[src/rtl/adc_dly_cal_ctrl.sv]
// ADC capture-lane bring-up and IODELAY tap calibration.
// Sequences lane resets, sweeps taps, loads the centre of the widest eye.
module adc_dly_cal_ctrl #(
  parameter int CNTVALUE_WIDTH = 5,
  parameter int TAP_MAX        = 31,
  parameter int RST_CYCLES     = 16,
  parameter int SETTLE_CYCLES  = 8,
  parameter int SAMPLE_CYCLES  = 64,
  parameter int MIN_EYE        = 4
) (
  input  logic                      refclk,
  input  logic                      rst_sync,
  input  logic                      cal_start,
  input  logic                      dlyctrl_rdy,
  input  logic                      pattern_ok,
  output logic                      rst_bufr,
  output logic                      rst_iserdes,
  output logic                      dly_ld,
  output logic [CNTVALUE_WIDTH-1:0] dly_tap,
  output logic                      cal_busy,
  output logic                      cal_done,
  output logic                      cal_fail,
  output logic [CNTVALUE_WIDTH:0]   eye_width
);

  localparam int TW = CNTVALUE_WIDTH + 1;
  localparam int C1 = (RST_CYCLES > SETTLE_CYCLES) ? RST_CYCLES : SETTLE_CYCLES;
  localparam int CMAX = (C1 > SAMPLE_CYCLES) ? C1 : SAMPLE_CYCLES;
  localparam int CNW = $clog2(CMAX + 1);

  typedef logic [TW-1:0]  tap_t;
  typedef logic [CNW-1:0] cnt_t;

  localparam tap_t TAP_LAST = tap_t'(TAP_MAX);
  localparam tap_t EYE_MIN  = tap_t'(MIN_EYE);
  localparam cnt_t RST_LAST = cnt_t'(RST_CYCLES - 1);
  localparam cnt_t SET_LAST = cnt_t'(SETTLE_CYCLES - 1);
  localparam cnt_t SMP_LAST = cnt_t'(SAMPLE_CYCLES - 1);

  localparam logic [3:0] S_IDLE   = 4'd0;
  localparam logic [3:0] S_WRDY   = 4'd1;
  localparam logic [3:0] S_BUFR   = 4'd2;
  localparam logic [3:0] S_SERDES = 4'd3;
  localparam logic [3:0] S_LOAD   = 4'd4;
  localparam logic [3:0] S_SETTLE = 4'd5;
  localparam logic [3:0] S_SAMPLE = 4'd6;
  localparam logic [3:0] S_EVAL   = 4'd7;
  localparam logic [3:0] S_CENTER = 4'd8;
  localparam logic [3:0] S_DONE   = 4'd9;
  localparam logic [3:0] S_FAIL   = 4'd10;

  logic [3:0] state_q, state_d;
  cnt_t       cnt_q, cnt_d;
  tap_t       tap_q, tap_d;
  logic       pass_q, pass_d;
  tap_t       cur_start_q, cur_start_d;
  tap_t       cur_len_q, cur_len_d;
  tap_t       best_start_q, best_start_d;
  tap_t       best_len_q, best_len_d;
  logic       rst_bufr_q, rst_bufr_d;
  logic       rst_iserdes_q, rst_iserdes_d;
  logic       dly_ld_q, dly_ld_d;
  logic [CNTVALUE_WIDTH-1:0] dly_tap_q, dly_tap_d;
  logic       busy_q, busy_d;
  logic       done_q, done_d;
  logic       fail_q, fail_d;
  tap_t       eye_q, eye_d;

  tap_t new_len;
  tap_t center;
  logic in_lane;

  assign new_len = cur_len_q + tap_t'(1);
  assign center  = best_start_q + ((best_len_q - tap_t'(1)) >> 1);
  assign in_lane = (state_q >= S_BUFR) && (state_q <= S_CENTER);

  // Next-state and registered-output logic for the calibration sequencer
  always_comb begin
    state_d       = state_q;
    cnt_d         = cnt_q;
    tap_d         = tap_q;
    pass_d        = pass_q;
    cur_start_d   = cur_start_q;
    cur_len_d     = cur_len_q;
    best_start_d  = best_start_q;
    best_len_d    = best_len_q;
    rst_bufr_d    = rst_bufr_q;
    rst_iserdes_d = rst_iserdes_q;
    dly_ld_d      = 1'b0;
    dly_tap_d     = dly_tap_q;
    busy_d        = busy_q;
    done_d        = done_q;
    fail_d        = fail_q;
    eye_d         = eye_q;
    case (state_q)
      S_IDLE, S_DONE, S_FAIL: begin
        if (cal_start) begin
          state_d       = S_WRDY;
          busy_d        = 1'b1;
          done_d        = 1'b0;
          fail_d        = 1'b0;
          tap_d         = '0;
          cur_start_d   = '0;
          cur_len_d     = '0;
          best_start_d  = '0;
          best_len_d    = '0;
          rst_bufr_d    = 1'b1;
          rst_iserdes_d = 1'b1;
        end
      end
      S_WRDY: begin
        rst_bufr_d    = 1'b1;
        rst_iserdes_d = 1'b1;
        if (dlyctrl_rdy) begin
          state_d = S_BUFR;
          cnt_d   = '0;
        end
      end
      S_BUFR: begin
        if (cnt_q == RST_LAST) begin
          state_d    = S_SERDES;
          cnt_d      = '0;
          rst_bufr_d = 1'b0;
        end else begin
          cnt_d = cnt_q + cnt_t'(1);
        end
      end
      S_SERDES: begin
        if (cnt_q == RST_LAST) begin
          state_d       = S_LOAD;
          cnt_d         = '0;
          rst_iserdes_d = 1'b0;
        end else begin
          cnt_d = cnt_q + cnt_t'(1);
        end
      end
      S_LOAD: begin
        dly_ld_d  = 1'b1;
        dly_tap_d = CNTVALUE_WIDTH'(tap_q);
        state_d   = S_SETTLE;
        cnt_d     = '0;
      end
      S_SETTLE: begin
        if (cnt_q == SET_LAST) begin
          state_d = S_SAMPLE;
          cnt_d   = '0;
          pass_d  = 1'b1;
        end else begin
          cnt_d = cnt_q + cnt_t'(1);
        end
      end
      S_SAMPLE: begin
        pass_d = pass_q & pattern_ok;
        if (cnt_q == SMP_LAST) begin
          state_d = S_EVAL;
        end else begin
          cnt_d = cnt_q + cnt_t'(1);
        end
      end
      S_EVAL: begin
        if (pass_q) begin
          cur_len_d = new_len;
          if (cur_len_q == '0) cur_start_d = tap_q;
          if (new_len > best_len_q) begin
            best_len_d   = new_len;
            best_start_d = (cur_len_q == '0) ? tap_q : cur_start_q;
          end
        end else begin
          cur_len_d = '0;
        end
        if (tap_q == TAP_LAST) begin
          state_d = S_CENTER;
        end else begin
          tap_d   = tap_q + tap_t'(1);
          state_d = S_LOAD;
        end
      end
      S_CENTER: begin
        dly_ld_d = 1'b1;
        eye_d    = best_len_q;
        busy_d   = 1'b0;
        if (best_len_q >= EYE_MIN) begin
          dly_tap_d = CNTVALUE_WIDTH'(center);
          done_d    = 1'b1;
          state_d   = S_DONE;
        end else begin
          dly_tap_d = '0;
          fail_d    = 1'b1;
          state_d   = S_FAIL;
        end
      end
      default: state_d = S_IDLE;
    endcase
    // Losing IDELAYCTRL lock invalidates every tap scored so far
    if (in_lane && !dlyctrl_rdy) begin
      state_d       = S_WRDY;
      cnt_d         = '0;
      tap_d         = '0;
      cur_start_d   = '0;
      cur_len_d     = '0;
      best_start_d  = '0;
      best_len_d    = '0;
      rst_bufr_d    = 1'b1;
      rst_iserdes_d = 1'b1;
      dly_ld_d      = 1'b0;
      busy_d        = 1'b1;
      done_d        = 1'b0;
      fail_d        = 1'b0;
    end
  end

  // State and output registers with synchronous reset
  always_ff @(posedge refclk) begin
    if (rst_sync) begin
      state_q       <= S_IDLE;
      cnt_q         <= '0;
      tap_q         <= '0;
      pass_q        <= 1'b0;
      cur_start_q   <= '0;
      cur_len_q     <= '0;
      best_start_q  <= '0;
      best_len_q    <= '0;
      rst_bufr_q    <= 1'b1;
      rst_iserdes_q <= 1'b1;
      dly_ld_q      <= 1'b0;
      dly_tap_q     <= '0;
      busy_q        <= 1'b0;
      done_q        <= 1'b0;
      fail_q        <= 1'b0;
      eye_q         <= '0;
    end else begin
      state_q       <= state_d;
      cnt_q         <= cnt_d;
      tap_q         <= tap_d;
      pass_q        <= pass_d;
      cur_start_q   <= cur_start_d;
      cur_len_q     <= cur_len_d;
      best_start_q  <= best_start_d;
      best_len_q    <= best_len_d;
      rst_bufr_q    <= rst_bufr_d;
      rst_iserdes_q <= rst_iserdes_d;
      dly_ld_q      <= dly_ld_d;
      dly_tap_q     <= dly_tap_d;
      busy_q        <= busy_d;
      done_q        <= done_d;
      fail_q        <= fail_d;
      eye_q         <= eye_d;
    end
  end

  assign rst_bufr    = rst_bufr_q;
  assign rst_iserdes = rst_iserdes_q;
  assign dly_ld      = dly_ld_q;
  assign dly_tap     = dly_tap_q;
  assign cal_busy    = busy_q;
  assign cal_done    = done_q;
  assign cal_fail    = fail_q;
  assign eye_width   = eye_q;

endmodule
[config.mk]
export PLATFORM = sky130hd
export DESIGN_NAME = adc_dly_cal_ctrl
export DESIGN_NICKNAME = d
export VERILOG_FILES = /design/src/rtl/adc_dly_cal_ctrl.sv
export SDC_FILE = /design/constraint.sdc
export NUM_CORES = 1
export LEC_CHECK = 0
export ABC_AREA = 0
export CAP_MARGIN = 25
export CORE_MARGIN = 2
export CORE_UTILIZATION = 40
export CTS_BUF_LIST = sky130_fd_sc_hd__clkbuf_8
export DETAILED_ROUTE_END_ITERATION = 10
export SETUP_SLACK_MARGIN = 0.3
export SYNTH_ARGS = -nofsm -noshare
export SYNTH_HDL_FRONTEND = slang
export SYNTH_SLANG_ARGS = --single-unit
export TNS_END_PERCENT = 5
[constraint.sdc]
create_clock -name refclk -period 4.9 [get_ports refclk]
set_clock_uncertainty 0.15 [all_clocks]
set_input_delay 0.49 -clock refclk [delete_from_list [all_inputs] [get_ports refclk]]
set_output_delay 0.49 -clock refclk [all_outputs]
set_load 0.005 [all_outputs]
==> impl_metrics.env <==
export IMPL_outcome="finished clean"
export IMPL_grt_usage=0.192
export IMPL_rsz0062_at_grt="no"
export IMPL_final_area_sq_mm=0.00368
export IMPL_synthCells=419
export IMPL_antenna_left=0
export IMPL_dpl_hpwl_mm=5.69
export IMPL_drt_total_wl_mm=7.91
export IMPL_slew_violations=0
export IMPL_ys_seq_elements=57
export IMPL_num_rows=32
export IMPL_place_congestion=0.822
export IMPL_core_area_sq_mm=0.00781
export IMPL_critPathCaptureType="register"
export IMPL_path_class="register to register"
export IMPL_post_route_min_period_ns=3.06
export IMPL_syn_num_nets=441
export IMPL_worst_slew_pin_slew_ns=1.05
export IMPL_ios=22
export IMPL_yosysWarnings=0
export IMPL_ir_worst_vdd_mv=0.134
export IMPL_drt_first_pass_iters=4
export IMPL_hold_ws_ns=0.302
export IMPL_viasPerCell=5.56
export IMPL_synth_area_per_cell_sq_um=7.77
export IMPL_synth_distinct_cells=52
export IMPL_synthArstFlopShare=0
export IMPL_cp_data_required_time_ns=4.97
export IMPL_power_density_mw_per_mm2=316
export IMPL_grt_pass1_vias=2807
export IMPL_die_y_um=94.2
export IMPL_tritoncts="yes"
export IMPL_grt_overflow=0
export IMPL_io_buffers=21
export IMPL_fin_nets=452
export IMPL_die_w_um=94.2
export IMPL_setup_violations=0
export IMPL_drv_cap=0
export IMPL_drtIter0Drc=199
export IMPL_post_cts_buffers=0
export IMPL_synth_edf_count=0
export IMPL_diodes=0
export IMPL_final_cell_mix="57 x dfxtp_1, 45 x nor2_1, 43 x nand2_1"
export IMPL_cp_max_fo=21
export IMPL_drive_above_1_share=0.0599
export IMPL_start_util=0.417
export IMPL_synth_area_sq_mm=0.00326
export IMPL_dieArea_sq_mm=0.00888
export IMPL_cts_htree_levels=3
export IMPL_final_common_cell="dfxtp_1"
export IMPL_cts_hold_buffers=0
export IMPL_grt_max_degree=30
export IMPL_placed_area_sq_mm=0.00351
export IMPL_critPathLaunchType="register"
export IMPL_p_leak_uw=0.00131
export IMPL_tns_ns=0
export IMPL_cts_root_buf="clkbuf_8"
export IMPL_grt_first_pass_wirelength_mm=13.4
export IMPL_worst_ep_arrival_time_ns=3.13
export IMPL_yosysSeqAreaShare=0.350
export IMPL_cts_sinks=57
export IMPL_path_clk_slew_ns=0.07
export IMPL_clock_path_buffers=2
export IMPL_slew_headroom=0.297
export IMPL_worstSkewPairLatency_ns=0.33
export IMPL_area_delta_synth_final_pct=13.0
export IMPL_wl_per_cell_um=14.8
export IMPL_cts_buffers=9
export IMPL_max_freq_mhz=326
export IMPL_synth_ff_type="dfxtp_1"
export IMPL_period_share=0.625
export IMPL_min_path_type="register to register"
export IMPL_drc=0
export IMPL_fin_util=0.471
export IMPL_antenna_found_initial=0
export IMPL_hold_viol_final=0
export IMPL_vias=2981
export IMPL_postCtsResizedCells=0
[registers in the layout, indices dropped and copies added (netlist names)]
| name | flops |
|---|---|
| cnt_q | 7 |
| best_len_q | 6 |
| cur_len_q | 6 |
| eye_width | 6 |
| tap_q | 6 |
| best_start_q | 5 |
| cur_start_q | 5 |
| dly_tap | 5 |
| state_q | 4 |
| cal_busy | 1 |
| cal_done | 1 |
| cal_fail | 1 |
| dly_ld | 1 |
| pass_q | 1 |
| rst_bufr | 1 |
| rst_iserdes | 1 |
[area by class of cell]
class	instances	area, sq um
timing repair buffer	24	238
sequential	57	1140
clock buffer	10	138
fill	790	4130
multi-input combinational	320	1940
tap	102	128
inverter	18	67.6
clock inverter	5	23.8
[critical path: stages, from the launching register on]
cell      delay, ns
dfxtp_1        0.77
nand2b_1       0.28
or3_1          0.62
a21o_1         0.29
nand2_1        0.52
buf_8          0.25
nor2_1         0.06
[stage by stage]
stage	instances	setup WS (ns)	power, uW
2_1_floorplan	419	2.56	727
3_3_place_gp	518	1.69	794
3_5_place_dp	519	1.76	799
4_1_cts	534	1.72	1170
5_1_grt	536	1.60	1230
6_report	536	1.84	1160
[final timing paths]
| check | start | end | slack (ns) | cells after the start |
|---|---|---|---|---|
| worst max-delay path | state_q[3] | cur_len_q[3] | 1.84 | 6 |
| worst min-delay path | rst_iserdes | rst_iserdes | 0.30 | 1 |
| worst max register to register | state_q[3] | cur_len_q[3] | 1.84 | 6 |
| worst min register to register | rst_iserdes | rst_iserdes | 0.30 | 1 |
[cells by family after synthesis]
kind of cell    count (synthesis)  share of synthesized area
simple gates                  176                      0.261
compound gates                101                      0.194
flops                          57                      0.350
buf+inv                        42                     0.0523
xor+xnor                       17                     0.0457
fa+ha+maj                      17                     0.0676
mux                             9                     0.0284
[cell usage after synthesis, types with 8 or more instances]
library cell | number | area (sq um)
inv_1 | 18 | 67.6
nor2_1 | 45 | 169
dfxtp_1 | 57 | 1140
a21oi_1 | 37 | 185
nor3_1 | 11 | 55.1
nand3_1 | 39 | 195
clkbuf_1 | 14 | 52.6
nand2_1 | 43 | 161
ha_1 | 16 | 200
o21ai_0 | 19 | 95.1
buf_2 | 10 | 50.1
xor2_1 | 9 | 78.8
a22oi_1 | 8 | 60.1
xnor2_1 | 8 | 70.1
[power by group]
part	leakage, uW	total, uW	switching (uW)	internal, uW
Sequential	0.000460	532	51.9	480
Clock	0.0000929	372	184	189
Combinational	0.000754	259	159	100
Total	0.00131	1160	395	769
[per-layer routing]
layer,up-vias,track usage,share of wire
met4,0,0.0749,0.016
li1,1520,-,-
met5,-,0,0
met1,1382,0.262,0.49
met2,66,0.297,0.45
met3,13,0.0361,0.040
(Power assumes the default switching activity.)
